File: config.mk
export PLATFORM = sky130hd
export DESIGN_NAME = auth_blk
export DESIGN_NICKNAME = d
export VERILOG_FILES = /design/src/rtl/segway_pkg.sv /design/src/rtl/uart_rx.sv /design/src/rtl/auth_blk.sv
export SDC_FILE = /design/constraint.sdc
export NUM_CORES = 1
export LEC_CHECK = 0
export CORE_MARGIN = 5
export CORE_UTILIZATION = 35
export CTS_BUF_LIST = sky130_fd_sc_hd__clkbuf_2 sky130_fd_sc_hd__clkbuf_4 sky130_fd_sc_hd__clkbuf_8
export DETAILED_ROUTE_END_ITERATION = 7
export GPL_ROUTABILITY_DRIVEN = 0
export SYNTH_ARGS = -nofsm -noshare
export SYNTH_HDL_FRONTEND = slang
export SYNTH_SLANG_ARGS = --single-unit
export TNS_END_PERCENT = 100
File: constraint.sdc
create_clock -name clk -period 2.55 [get_ports clk]
set_input_delay 0.51 -clock clk [delete_from_list [all_inputs] [get_ports clk]]
set_output_delay 0.51 -clock clk [all_outputs]
set_load 0.01 [all_outputs]
File: src/rtl/segway_pkg.sv
// Shared types and constants for the Segway command path.
//   auth_state_t : power-authorization FSM states
//   rx_state_t   : UART receiver states
//   CMD_GO/STOP  : BLE command bytes ('g' and 's')
package segway_pkg;

  typedef enum logic [1:0] {OFF, PWR1, PWR2} auth_state_t;
  typedef enum logic {IDLE, RECEIVE} rx_state_t;

  localparam logic [7:0] CMD_GO   = 8'h67;
  localparam logic [7:0] CMD_STOP = 8'h73;

endpackage

File: src/rtl/uart_rx.sv
// 8N1 UART receiver.
// Ports:
//   clk, rst_n : clock, asynchronous active-low reset
//   RX         : serial input, idles high, asynchronous to clk
//   clr_rdy    : consumer acknowledge; rdy drops the following cycle
//   rx_data    : last good byte
//   rdy        : a good byte is waiting in rx_data
//   frm_err    : one-cycle pulse when the stop bit is sampled low
module uart_rx
  import segway_pkg::*;
#(
  parameter int BAUD_CYCLES = 5208
) (
  input  logic       clk,
  input  logic       rst_n,
  input  logic       RX,
  input  logic       clr_rdy,
  output logic [7:0] rx_data,
  output logic       rdy,
  output logic       frm_err
);

  // Counter reloads are "cycles minus one" because the sample is taken on the
  // cycle the counter reads zero.
  localparam logic [12:0] HALF_LOAD = 13'(BAUD_CYCLES / 2 - 1);
  localparam logic [12:0] FULL_LOAD = 13'(BAUD_CYCLES - 1);

  logic        rx_meta_q, rx_sync_q, rx_prev_q;
  rx_state_t   state_q, state_d;
  logic [12:0] baud_cnt_q, baud_cnt_d;
  logic [3:0]  bit_cnt_q, bit_cnt_d;
  logic [9:0]  shift_q, shift_d;
  logic [7:0]  rx_data_q, rx_data_d;
  logic        rdy_q, rdy_d;
  logic        frm_err_q, frm_err_d;

  logic        start_edge;
  logic        sample;
  logic [9:0]  shift_in;
  logic        start_bit_unused;

  // Synchronizer presets high so reset never looks like a start edge;
  // rx_prev_q only exists for falling-edge detection.
  always_ff @(posedge clk or negedge rst_n) begin
    if (!rst_n) begin
      rx_meta_q <= 1'b1;
      rx_sync_q <= 1'b1;
      rx_prev_q <= 1'b1;
    end else begin
      rx_meta_q <= RX;
      rx_sync_q <= rx_meta_q;
      rx_prev_q <= rx_sync_q;
    end
  end

  // Edge (not level) start detection: a held-low line yields one frame only.
  assign start_edge = rx_prev_q & ~rx_sync_q;
  assign sample     = (baud_cnt_q == 13'd0);
  assign shift_in   = {rx_sync_q, shift_q[9:1]};
  // The start bit lands in bit 0 but is judged live at sample time instead.
  assign start_bit_unused = shift_q[0];

  always_comb begin
    state_d    = state_q;
    baud_cnt_d = baud_cnt_q;
    bit_cnt_d  = bit_cnt_q;
    shift_d    = shift_q;
    rx_data_d  = rx_data_q;
    rdy_d      = rdy_q;
    frm_err_d  = 1'b0;

    if (clr_rdy) rdy_d = 1'b0;

    case (state_q)
      IDLE: begin
        if (start_edge) begin
          state_d    = RECEIVE;
          baud_cnt_d = HALF_LOAD;
          bit_cnt_d  = 4'd0;
          rdy_d      = 1'b0;    // an unconsumed byte is dropped
        end
      end
      RECEIVE: begin
        if (sample) begin
          shift_d    = shift_in;
          baud_cnt_d = FULL_LOAD;
          bit_cnt_d  = bit_cnt_q + 4'd1;
          if (bit_cnt_q == 4'd0 && rx_sync_q) begin
            state_d = IDLE;     // start bit gone high: glitch
          end else if (bit_cnt_q == 4'd9) begin
            state_d = IDLE;
            if (rx_sync_q) begin
              rx_data_d = shift_in[8:1];
              rdy_d     = 1'b1;
            end else begin
              frm_err_d = 1'b1;
            end
          end
        end else begin
          baud_cnt_d = baud_cnt_q - 13'd1;
        end
      end
      default: state_d = IDLE;
    endcase
  end

  always_ff @(posedge clk or negedge rst_n) begin
    if (!rst_n) begin
      state_q    <= IDLE;
      baud_cnt_q <= '0;
      bit_cnt_q  <= '0;
      shift_q    <= '0;
      rx_data_q  <= '0;
      rdy_q      <= 1'b0;
      frm_err_q  <= 1'b0;
    end else begin
      state_q    <= state_d;
      baud_cnt_q <= baud_cnt_d;
      bit_cnt_q  <= bit_cnt_d;
      shift_q    <= shift_d;
      rx_data_q  <= rx_data_d;
      rdy_q      <= rdy_d;
      frm_err_q  <= frm_err_d;
    end
  end

  assign rx_data = rx_data_q;
  assign rdy     = rdy_q;
  assign frm_err = frm_err_q;

endmodule

File: src/rtl/auth_blk.sv
// Rider-authorization front end: UART command receiver plus power FSM.
// Ports:
//   clk, rst_n : clock, asynchronous active-low reset
//   RX         : BLE UART serial input
//   rider_off  : load cells report no rider on the platform
//   pwr_up     : registered; high while balancing/driving is authorized
//   rx_err     : one-cycle pulse per framing error
module auth_blk
  import segway_pkg::*;
#(
  parameter int BAUD_CYCLES = 5208
) (
  input  logic clk,
  input  logic rst_n,
  input  logic RX,
  input  logic rider_off,
  output logic pwr_up,
  output logic rx_err
);

  logic [7:0]  rx_data;
  logic        rdy;
  logic        clr_rdy;
  logic        frm_err;

  auth_state_t state_q, state_d;
  logic        pwr_up_q, pwr_up_d;
  logic        rx_err_q;

  uart_rx #(.BAUD_CYCLES(BAUD_CYCLES)) u_uart_rx (
    .clk     (clk),
    .rst_n   (rst_n),
    .RX      (RX),
    .clr_rdy (clr_rdy),
    .rx_data (rx_data),
    .rdy     (rdy),
    .frm_err (frm_err)
  );

  always_comb begin
    state_d = state_q;
    // Every byte is acknowledged whether or not it matches a command.
    clr_rdy = rdy;

    case (state_q)
      OFF: begin
        if (rdy && rx_data == CMD_GO) state_d = PWR1;
      end
      PWR1: begin
        if (rdy && rx_data == CMD_STOP) state_d = rider_off ? OFF : PWR2;
      end
      PWR2: begin
        // Dismount wins over a simultaneous 'g'; that byte is still consumed.
        if (rider_off)                     state_d = OFF;
        else if (rdy && rx_data == CMD_GO) state_d = PWR1;
      end
      default: state_d = OFF;
    endcase

    pwr_up_d = (state_d != OFF);
  end

  always_ff @(posedge clk or negedge rst_n) begin
    if (!rst_n) begin
      state_q  <= OFF;
      pwr_up_q <= 1'b0;
      rx_err_q <= 1'b0;
    end else begin
      state_q  <= state_d;
      pwr_up_q <= pwr_up_d;
      rx_err_q <= frm_err;
    end
  end

  assign pwr_up = pwr_up_q;
  assign rx_err = rx_err_q;

endmodule
# [Word level (Yosys, flattened, before mapping)]
# Cells that the tools add are included.
[op_classes] add_sub_neg=2 mul=0 div=0 n_lt_le_gt_ge=0 n_eq_ne=7 shifts=0 muxes=26 bitwise_logic=4 n_reduce_logical=10
[op_table] cell="13-bit 2-to-1 mux" n=2
[op_table] cell="13-bit one-hot mux with 2 select lines" n=1
[op_table] cell="8-bit by 7-bit equality test with 1-bit output (second input constant)" n=2
[op_table] cell="13-bit zero test" n=1
[op_table] cell="1-bit 2-to-1 mux" n=13
[op_table] cell="13-bit by 1-bit subtractor with 13-bit output (second input constant)" n=1
[op_table] cell="2-bit 2-to-1 mux" n=4
[op_table] cell="4-bit 2-to-1 mux" n=2
[op_table] cell="4-bit one-hot mux with 2 select lines" n=1
[op_table] cell="2-bit one-hot mux with 3 select lines" n=1
[op_table] cell="5-bit AND reduction" n=1
[op_table] cell="4-bit by 1-bit adder with 4-bit output (second input constant)" n=1
[op_table] cell="4-bit equality test (second input constant)" n=1
[op_table] cell="4-bit zero test" n=1
[op_table] cell="1-bit one-hot mux with 2 select lines" n=2
[op_table] cell="2-bit AND reduction" n=2
[op_table] cell="1-bit logical AND" n=3
[op_table] cell="1-bit inverter" n=3
[op_table] cell="2-bit by 1-bit equality test with 1-bit output (second input constant)" n=1
[op_table] cell="2-bit equality test (second input constant)" n=1
[op_table] cell="2-bit zero test" n=1
[op_table] cell="2-bit by 1-bit inequality test with 1-bit output (second input constant)" n=1
[op_table] cell="2-bit inequality test (second input constant)" n=1
[op_table] cell="2-bit nonzero test" n=1
[op_table] cell="1-bit AND" n=1
[totals] register_bits=45 latchBits=0 ramBits=0 romBits=0 out_inout_bits=2 word_cells=62 mem_count=0

# [Logic depth before layout (Yosys ltp)]
# Gate-level depths: netlist (run 1).
[depth] word_depth=6 ltp_mapped=7

# [Hierarchy]
# A second synthesis (run 1) with hierarchy kept.
[unflattened] cells_unflattened=187 area_unflattened_um2=2107.0
[modules_own_cells] mod="uart_rx" n_inst=1 cells_each=164 area_per_inst_um2=1883.1
[modules_own_cells] mod="auth_blk" n_inst=1 cells_each=23 area_per_inst_um2=224.0

# [Least setup slack after synthesis (run 1)]
# No wires, ideal clock.
[synth_path] path_type="reg2reg" start="register u_uart_rx.baud_cnt_q[0]" end="register u_uart_rx.rx_data_q[2], in the netlist u_uart_rx.rx_data[2]" arrival_time_ns=2.019 t_required_ns=2.425 path_slack_ns=0.407 path_stages_with_launch=7 path_buffers=0 cell_sequence="dfrtp_1 inv_1 ha_1 nor4b_2 nand4_2 nor4_4 mux2_2"
[synth_between] elab_chain_len=2
[synth_lines] item="start: declaration" line_no="uart_rx.sv:30" rtl="logic [12:0] baud_cnt_q, baud_cnt_d;"
[synth_lines] item="start signal: assignment" line_no="uart_rx.sv:118" rtl="baud_cnt_q <= baud_cnt_d;"
[synth_lines] item="13-bit zero test" line_no="uart_rx.sv:58" rtl="assign sample = (baud_cnt_q == 13'd0);"
[synth_lines] item="5-bit AND reduction (no source line)"
[synth_lines] item="end signal: assignment" line_no="uart_rx.sv:121" rtl="rx_data_q <= rx_data_d;"
[synth_lines] item="end: declaration" line_no="uart_rx.sv:33" rtl="logic [7:0] rx_data_q, rx_data_d;"
# No other way between the ends.
# A chain may end at the register's enable or synchronous reset.

# [Final worst setup path (run 1)]
[layout_path] start="register u_uart_rx.baud_cnt_q[0]" end="register u_uart_rx.rx_data_q[7], in the netlist u_uart_rx.rx_data[7]"
# The elaborated chain is that of the path after synthesis.

==> results.tsv, run 1 <==
stage	metric	value	unit
outcome	outcome	finished clean	
grt	vias in the first global route	1441	
grt	initial antenna violation count	0	
clocking	CTS Buf Count	5	
synthesis	Synth top cells by count	40 x dfrtp_1, 29 x nand2_1, 15 x o21ai_0	
sta	relative slew slack	52.0	%
sta	hold slack	0.0937	ns
grt	global-route wire length before repair	7050	µm
placement	input/output buffers	5	
clocking	Clock Sinks	43	
sta	worst-margin pin slew	0.714	ns
grt	grt total ovfl	0	
clocking	setup bufs post-CTS	0	
cells_and_area	design area	2330	µm²
run	Max Cap Violations	0	
sta	# setup viols final	0	
sta	Setup TNS Final	0	ns
grt	largest net degree at the start of global routing	22	
synthesis	register area share after synthesis	53.1	%
synthesis	Synth Register Bits	43	
route	post-route ant nets	0	
floorplanning	Die X	86.2	µm
power	P_leak	1.04	nW
clocking	clk slew on worst S/H paths	0.09	ns
synthesis	dominant synthesized flop cell	dfrtp_1	
sta	Final period util	83.5	%
sta	unrepaired setup endpoints after global routing	false	
synthesis	synthesized area	2030	µm²
worst_setup_path	Crit path largest cell delay	0.43	ns
clocking	Post-CTS Hold Buffers	0	
clocking	cts repair resizes	0	
route	Vias	1469	
cells_and_area	Final Util	41.8	%
sta	Slew Limit Fails	0	
worst_setup_path	crit-path cells	inv_1, ha_1, nor4b_2, nand4_2, nor4_4, buf_12, mux2_2	
route	DR pass1 iterations	4	
synthesis	number of flops mapped to enable cells by yosys	0	
clocking	clock root buffer	clkbuf_8	
sta	Final Hold Viols	0	
synthesis	Yosys top cell by area	dfrtp_1	
cells_and_area	filler instances	543	
synthesis	Netlist cell types	40	
worst_setup_path	Req. time, crit path	2.73	ns
cells_and_area	Antenna Cells	0	
clocking	H-tree depth	2	
floorplanning	Die H	86.2	µm
floorplanning	DIE AREA	7430	µm²
floorplanning	CORE AREA	5570	µm²
clocking	CTS tree	built	
route	Via density	5.27	
worst_setup_path	Crit Path Class	reg -> reg	
cells_and_area	fraction of layout cells with a size suffix above 1	15.0	%
placement	HPWL after detailed placement	2820	µm
sta	Tmin final	2.13	ns
route	DR WL/cell	14.8	µm
placement	Placed Instance Area	2190	µm²
worst_setup_path	Crit path buffers/inverters	2	
route	DRC viols	0	
clocking	clock tree buffer depth	2	
synthesis	Synth Area per Inst	10.6	µm²
floorplanning	std cell rows	27	
cells_and_area	Layout Nets	215	
route	Detailed Route Iter0 Violations	80	
floorplanning	Starting Density	36.5	%
worst_setup_path	CP arrival	2.31	ns
power	Worst IR Drop VDD	0.000299	V
synthesis	asr flop ratio synth	100	%
worst_setup_path	critical path's slowest cell	dfrtp_1	
worst_setup_path	family with the most delay on the worst path	simple AND/OR/NAND/NOR gates	
hold_path	HP Class	in -> async	
synthesis	Yosys top cell area share	49.2	%
sta	fmax	470	MHz
worst_setup_path	Setup crit start kind	register	
worst_setup_path	critical-path maximum fanout	9	
synthesis	most frequent cell after synthesis	dfrtp_1	
worst_setup_path	crit end category	register	
synthesis	Post-Syn Instances	192	
cells_and_area	area added between synthesis and finish	14.5	%
sta	skew final	0.00971	ns
synthesis	Synth Warn #	0	
floorplanning	I/O pins	6	
synthesis	Area contributors post-synth	dfrtp_1 49%, nand2_1 5.4%, dfstp_2 3.9%	
power	P per Cell Area	804	nW/µm²
clocking	Worst-Skew Late Latency	0.30	ns
grt	GRT Total Usage	12.1	%
route	Post-Route WL	4120	µm
synthesis	Syn Nets	201	
-- placed cells by master (no fill, tap or decap), drive strengths merged, types with 2 or more instances in the layout --
cell / synthesis / layout
a21oi: 13 / 13
and3: 3 / 3
o211ai: 4 / 4
buf: 1 / 8
o21ai: 15 / 15
nand4b: 4 / 4
clkbuf: 4 / 5
xor2: 6 / 6
or3b: 2 / 2
nand4: 2 / 2
o22ai: 3 / 3
clkdlybuf4s50: 0 / 4
clkinv: 0 / 2
inv: 10 / 10
nor4: 7 / 7
dfrtp: 40 / 40
mux2: 8 / 8
dfstp: 3 / 3
ha: 5 / 5
nor3b: 3 / 3
nand2: 29 / 29
nand3: 7 / 7
nor2: 7 / 7
-- power breakdown --
part / internal (mW) / switching [mW]
Clock: 0.292 / 0.241
Combinational: 0.177 / 0.196
Sequential: 0.789 / 0.175
-- through the flow --
step	std cells	power [mW]	setup WS [ns]
2_1_floorplan	192	1.21	0.407
3_3_place_gp	270	1.31	0.264
3_5_place_dp	270	1.34	0.139
4_1_cts	278	1.87	0.113
5_1_grt	279	1.98	0.226
6_report	279	1.87	0.422
-- cell type report --
type	count	area, µm²	share of cell area (%)
clock buffer	5	68.8	2.96
inverter	10	37.5	1.61
multi-input combinational	134	897	38.5
sequential	43	1080	46.4
clock inverter	3	43.8	1.88
timing repair buffer	12	110	4.73
tap	72	90.1	3.87
-- flip-flops by register name (all words and copies together), names as in the netlist --
| signal | count |
|---|---|
| pwr_up | 1 |
| rx_err | 1 |
| state_q | 2 |
| u_uart_rx.baud_cnt_q | 13 |
| u_uart_rx.bit_cnt_q | 4 |
| u_uart_rx.frm_err | 1 |
| u_uart_rx.rdy | 1 |
| u_uart_rx.rx_data | 8 |
| u_uart_rx.rx_meta_q | 1 |
| u_uart_rx.rx_prev_q | 1 |
| u_uart_rx.rx_sync_q | 1 |
| u_uart_rx.shift_q | 8 |
| u_uart_rx.state_q | 1 |
-- logic make-up after synthesis --
kind of cell,count (synthesis),synth area share [%]
muxes,9,4.92
AOI/OAI and AO/OA,45,13.2
and+or+nand+nor,69,20.4
DFF,43,53.1
xor gates and xnor gates,6,2.58
buffers and inverters,15,2.77
adders and majority gates,5,3.08
-- worst reg2reg max path: stages (launching register included) --
cell and delay [ns]:
dfrtp_1 0.43, inv_1 0.10, ha_1 0.13, nor4b_2 0.42
nand4_2 0.20, nor4_4 0.23, buf_12 0.17, mux2_2 0.33
-- metal layers --
metal  routed length (µm)  track usage [%]
met1                 1910             16.4
met5                    0                0
met4                   81             5.10
met2                 1960             18.6
met3                  172             2.57
-- final timing paths --
path,cells after the start,endpoint,from,slack [ns]
worst max-delay path,7,u_uart_rx.rx_data[7],u_uart_rx.baud_cnt_q[0],0.42
worst min-delay path,1,u_uart_rx.baud_cnt_q[0],rst_n,0.09
worst max register to register,7,u_uart_rx.rx_data[7],u_uart_rx.baud_cnt_q[0],0.42
worst min register to register,0,rx_err,u_uart_rx.frm_err,0.35
max in group asynchronous,2,u_uart_rx.rx_sync_q,rst_n,1.81
min in group clk,0,rx_err,u_uart_rx.frm_err,0.35
Note: power is estimated with default switching activity, not from simulation.
==> run 2, diff against run 1 <==
- clock period: 2.55 -> 1.9 ns (I/O delays scaled with it)
==> run 2 against run 1 <==
  * Cell count grew 3.6%
  * Critical path type unchanged
  * Largest power group unchanged
  * Clock skew shrank 0.0050 ns
  * Die area is the same
  * Non-clock buffer count grew 10
  * First-iteration DRC count shrank 3.8%
  * Global-route usage shrank 0.65 points
  * Largest cell class unchanged
  * Setup slack lost 0.31 ns
  * Sequential share of layout area shrank 1.9 points
  * Fmax grew 19%
  * Flip-flop and latch count is the same
==> results.tsv, run 2 (synthesis gave the netlist of run 1 again) <==
stage	metric	value	unit	change
worst_setup_path	Crit path buffers/inverters	2		unchanged
cells_and_area	area added between synthesis and finish	19.4	%	
grt	GRT Total Usage	11.4	%	-0.65 points
power	P_leak	1.08	nW	+4.1%
clocking	setup bufs post-CTS	0		unchanged
grt	global-route wire length before repair	6730	µm	-4.5%
route	DR pass1 iterations	4		unchanged
worst_setup_path	reg2reg start	u_uart_rx.baud_cnt_q[1]		
clocking	Worst-Skew Late Latency	0.29	ns	about the same
run	Max Cap Violations	0		unchanged
clocking	clock tree buffer depth	2		unchanged
worst_setup_path	Setup crit start kind	register		
clocking	H-tree depth	2		unchanged
clocking	CTS Buf Count	5		unchanged
sta	Tmin final	1.79	ns	-0.338 ns
floorplanning	Die X	86.2	µm	unchanged
worst_setup_path	critical path's slowest cell	dfrtp_1		
route	Detailed Route Iter0 Violations	77		-3.8%
clocking	clk slew on worst S/H paths	0.08	ns	about the same
cells_and_area	most frequent cells in the layout	39 x dfrtp_1, 29 x nand2_1, 16 x buf_4, 15 x o21ai_0, 13 x a21oi_1		
route	DR WL/cell	13.6	µm	-8.0%
floorplanning	I/O pins	6		unchanged
clocking	Post-CTS Hold Buffers	0		unchanged
placement	Placed Instance Area	2290	µm²	+4.2%
worst_setup_path	Crit Path Class	reg -> reg		
sta	unrepaired setup endpoints after global routing	true		
grt	largest net degree at the start of global routing	19		-14%
clocking	cts repair resizes	0		unchanged
clocking	clock root buffer	clkbuf_8		
cells_and_area	Layout Nets	225		+4.7%
route	DRC viols	0		unchanged
floorplanning	CORE AREA	5570	µm²	unchanged
cells_and_area	Antenna Cells	0		unchanged
placement	HPWL after detailed placement	2850	µm	+0.80%
worst_setup_path	Crit path largest cell delay	0.41	ns	-0.02 ns
sta	# setup viols final	0		unchanged
power	Worst IR Drop VDD	0.000447	V	+49%
sta	worst-margin pin slew	0.494	ns	-0.220 ns
grt	grt total ovfl	0		unchanged
floorplanning	DIE AREA	7430	µm²	unchanged
floorplanning	Starting Density	36.5	%	unchanged
outcome	outcome	finished clean		
worst_setup_path	crit end category	register		
grt	vias in the first global route	1448		+0.49%
worst_setup_path	R2R setup slack	0.11	ns	-0.31 ns
sta	Final period util	94.2	%	+11 points
worst_setup_path	crit-path cells	inv_2, ha_1, nor4b_4, nand4_2, nor4_4, buf_6, mux2_2		
worst_setup_path	crit path from	u_uart_rx.baud_cnt_q[1]		
cells_and_area	design area	2430	µm²	+4.3%
clocking	CTS tree	built		
route	Via density	5.16		-2.0%
placement	worst slack, placed	0.0390	ns	-0.100 ns
hold_path	HP Class	in -> async		
sta	Worst Slack Setup Final	0.110	ns	-0.312 ns
sta	fmax	559	MHz	+19%
sta	Setup TNS Final	0	ns	unchanged
route	Post-Route WL	3930	µm	-4.7%
cells_and_area	max reg flops	13		unchanged
floorplanning	std cell rows	27		unchanged
worst_setup_path	CP arrival	1.97	ns	-0.34 ns
sta	skew final	0.00472	ns	-0.00499 ns
route	post-route ant nets	0		unchanged
worst_setup_path	Req. time, crit path	2.08	ns	-0.65 ns
power	P per Cell Area	1140	nW/µm²	+41%
floorplanning	Die H	86.2	µm	unchanged
sta	Slew Limit Fails	0		unchanged
clocking	Clock Sinks	43		unchanged
cells_and_area	commonest non-fill, non-tap cell in the layout	dfrtp_1		
worst_setup_path	critical-path maximum fanout	9		unchanged
cells_and_area	fraction of layout cells with a size suffix above 1	20.3	%	+5.3 points
sta	relative slew slack	66.8	%	+15 points
cells_and_area	Final Util	43.5	%	+1.8 points
route	Vias	1491		+1.5%
cells_and_area	filler instances	536		-1.3%
cells_and_area	Most flops, register	u_uart_rx.baud_cnt_q		
worst_setup_path	family with the most delay on the worst path	simple AND/OR/NAND/NOR gates		
grt	initial antenna violation count	0		unchanged
placement	input/output buffers	5		unchanged
sta	Final Hold Viols	0		unchanged
sta	hold slack	0.00232	ns	-0.0914 ns
run 2: worst register-to-register path, stage by stage (launching register included):
cell and delay (ns):
dfrtp_1 0.41, inv_2 0.08, ha_1 0.14, nor4b_4 0.22, nand4_2 0.16, nor4_4 0.17
buf_6 0.17, mux2_2 0.33
run 2: metal layers:
metal | GRT usage [%] | share of wire [%] | up-vias
li1 | - | - | 735
met1 | 14.5 | 47 | 730
met2 | 19.3 | 47 | 22
met3 | 2.28 | 4.0 | 4
met4 | 4.25 | 1.5 | 0
met5 | 0 | 0 | -
run 2: power breakdown:
| part | switching, mW | internal [mW] |
|---|---|---|
| Combinational | 0.318 | 0.345 |
| Clock | 0.308 | 0.540 |
| Sequential | 0.187 | 1.06 |
run 2: final timing paths:
kind	endpoint	depth (start not counted)
worst max-delay path	u_uart_rx.rx_data[7]	7
worst min register to register	u_uart_rx.rx_sync_q	0
max in group asynchronous	u_uart_rx.frm_err	2
min in group clk	u_uart_rx.rx_sync_q	0
worst min-delay path	u_uart_rx.baud_cnt_q[10]	1
worst max register to register	u_uart_rx.rx_data[7]	7
run 2: through the flow:
step,power [mW],cells
after floorplan,1.65,192
after global placement,1.91,281
after detailed placement,1.92,281
after CTS,2.77,289
after global routing,2.92,289
final,2.76,289
run 2: cell type report:
class / count / area [µm²] / area share (%)
multi-input combinational: 134 / 906 / 37.3
timing repair buffer: 22 / 176 / 7.27
clock inverter: 2 / 60.1 / 2.47
inverter: 10 / 37.5 / 1.55
tap: 72 / 90.1 / 3.71
clock buffer: 6 / 76.3 / 3.14
sequential: 43 / 1080 / 44.5
==> run 3, diff against run 2 <==
- PLACE_DENSITY: not set -> 0.57
==> run 3 against run 2 <==
  * Routed wire length grew 6.4%
  * First-iteration DRC count up 18%
  * Register-to-register slack got worse by 0.07 ns
  * Clock skew rose by 0.0015 ns
  * Clock power shrank 16%
  * Sequential share of layout area down 1.4 points
  * Sequential power about the same
  * Critical endpoint unchanged
  * Largest power group unchanged
==> results.tsv, run 3 (synthesis gave the netlist of run 1 again) <==
stage	metric	value	unit	change
route	Vias	1509		+1.2%
power	P_leak	1.11	nW	+2.2%
floorplanning	Starting Density	36.5	%	unchanged
outcome	outcome	finished clean		
worst_setup_path	Setup crit start kind	register		
cells_and_area	filler instances	534		-0.37%
cells_and_area	area added between synthesis and finish	23.1	%	
worst_setup_path	crit-path cells	inv_2, ha_4, nor4b_4, nand4_2, nor4_4, buf_6, mux2_2		
power	Worst IR Drop VDD	0.000379	V	-15%
sta	relative slew slack	65.6	%	-1.1 points
cells_and_area	fraction of layout cells with a size suffix above 1	23.8	%	+3.5 points
worst_setup_path	Crit path largest cell delay	0.41	ns	about the same
worst_setup_path	Crit Path Class	reg -> reg		
worst_setup_path	crit end category	register		
worst_setup_path	worst reg-to-reg path cell count	7		unchanged
hold_path	HP Class	reg -> reg		
floorplanning	std cell rows	27		unchanged
cells_and_area	Final Util	44.9	%	+1.4 points
grt	largest net degree at the start of global routing	23		+4
grt	grt total ovfl	0		unchanged
sta	Final Hold Viols	0		unchanged
cells_and_area	Most flops, register	u_uart_rx.baud_cnt_q		
power	P_int	1.86	mW	-4.4%
power	Sw Share	31.6	%	+2.1 points
power	clock power share	26.1	%	-4.6 points
floorplanning	Die X	86.2	µm	unchanged
route	Via density	5.12		-0.85%
placement	HPWL after detailed placement	2920	µm	+2.5%
worst_setup_path	Stages on worst setup path	7		unchanged
clocking	H-tree depth	2		unchanged
worst_setup_path	critical path's slowest cell	dfrtp_1		
clocking	CTS Buf Count	5		unchanged
cells_and_area	Reg area	1080	µm²	-0.12%
sta	Worst Slack Setup Final	0.0372	ns	-0.0725 ns
floorplanning	Die H	86.2	µm	unchanged
clocking	Worst-Skew Late Latency	0.29	ns	about the same
hold_path	hold path cells	0		
run	Max Cap Violations	0		unchanged
worst_setup_path	critical-path maximum fanout	5		-4
clocking	clock tree buffer depth	2		unchanged
sta	fmax	537	MHz	-3.9%
clocking	CTS tree	built		
sta	Final period util	98.0	%	+3.8 points
sta	skew final	0.00619	ns	+0.00147 ns
clocking	clk slew on worst S/H paths	0.08	ns	about the same
worst_setup_path	Req. time, crit path	2.08	ns	about the same
clocking	Clock Sinks	43		unchanged
grt	initial antenna violation count	0		unchanged
sta	hold slack	0.357	ns	+0.355 ns
worst_setup_path	family with the most delay on the worst path	simple AND/OR/NAND/NOR gates		
route	DR pass1 iterations	4		unchanged
cells_and_area	most frequent cells in the layout	40 x dfrtp_1, 29 x nand2_1, 20 x buf_4, 15 x o21ai_0, 13 x a21oi_1		
clocking	clock root buffer	clkbuf_8		
sta	Tmin final	1.86	ns	+0.0725 ns
route	DR WL/cell	14.2	µm	+4.2%
floorplanning	CORE AREA	5570	µm²	unchanged
sta	unrepaired setup endpoints after global routing	true		
route	post-route ant nets	0		unchanged
cells_and_area	Antenna Cells	0		unchanged
power	combinational share of power	28.2	%	+4.2 points
power	Net Sw Power	0.859	mW	+5.7%
grt	vias in the first global route	1463		+1.0%
sta	Slew Limit Fails	0		unchanged
power	P per Cell Area	1090	nW/µm²	-4.5%
worst_setup_path	Crit path buffers/inverters	2		unchanged
route	DRC viols	0		unchanged
grt	global-route wire length before repair	7100	µm	+5.4%
cells_and_area	max reg flops	13		unchanged
power	Flop pwr share	45.7	%	+0.4 points
floorplanning	I/O pins	6		unchanged
route	Post-Route WL	4180	µm	+6.4%
grt	GRT Total Usage	12.1	%	+0.63 points
floorplanning	DIE AREA	7430	µm²	unchanged
worst_setup_path	CP arrival	2.05	ns	+0.08 ns
sta	worst-margin pin slew	0.511	ns	+0.0168 ns
sta	# setup viols final	0		unchanged
placement	worst slack, placed	0.0512	ns	+0.0123 ns
cells_and_area	Layout Nets	231		+2.7%
cells_and_area	commonest non-fill, non-tap cell in the layout	dfrtp_1		
route	Detailed Route Iter0 Violations	91		+18%
placement	input/output buffers	5		unchanged
cells_and_area	Multi-input gate area	947	µm²	+4.6%
[run 3: worst paths after layout]
check | start | end | slack (ns)
setup / recovery | u_uart_rx.baud_cnt_q[1] | u_uart_rx.rx_data[7] | 0.04
hold / removal | u_uart_rx.frm_err | rx_err | 0.36
setup reg to reg | u_uart_rx.baud_cnt_q[1] | u_uart_rx.rx_data[7] | 0.04
hold reg to reg | u_uart_rx.frm_err | rx_err | 0.36
max in group asynchronous | rst_n | u_uart_rx.state_q | 0.94
min in group asynchronous | rst_n | u_uart_rx.baud_cnt_q[4] | 0.48
[run 3: through the flow]
| stage | cell area (µm²) | total power, mW | std cells | setup TNS [ns] |
|---|---|---|---|---|
| after global routing | 2500 | 2.89 | 295 | -0.345 |
| after CTS | 2440 | 2.68 | 292 | 0 |
| after detailed placement | 2310 | 1.96 | 283 | 0 |
| final | 2500 | 2.72 | 295 | 0 |
| after global placement | 2310 | 1.94 | 283 | 0 |
| after floorplan | 2040 | 1.65 | 192 | -0.608 |
[run 3: layout make-up]
class,count,share of cell area (%)
clock buffers,5,2.75
flip-flops and latches,43,43.1
multi-input cells,134,37.8
repair buffers,28,9.45
clock inverters,3,1.75
well taps,72,3.60
inverters,10,1.50
[run 3: metal layers]
| layer | GRT usage (%) | up-vias | share of wire (%) |
|---|---|---|---|
| met4 | 4.25 | 0 | 1.6 |
| met3 | 2.76 | 7 | 2.7 |
| met5 | 0 | - | 0 |
| met1 | 16.1 | 734 | 50 |
| met2 | 19.2 | 23 | 46 |
| li1 | - | 745 | - |
[run 3: power groups by stage]
stage / Clock [mW] / Combinational [mW] / Sequential, mW
CTS: 0.730 / 0.709 / 1.24
floorplan: 0 / 0.390 / 1.26
detailed placement: 0 / 0.706 / 1.25
global route: 0.773 / 0.855 / 1.26
finish: 0.710 / 0.767 / 1.24
global placement: 0 / 0.691 / 1.25
[run 3: timing repair]
item	in CTS	in global routing
setup endpoints to repair	0	11
hold buffers	1	0
hold endpoints to repair	7	0
gates resized for setup	0	13
setup buffers	0	2
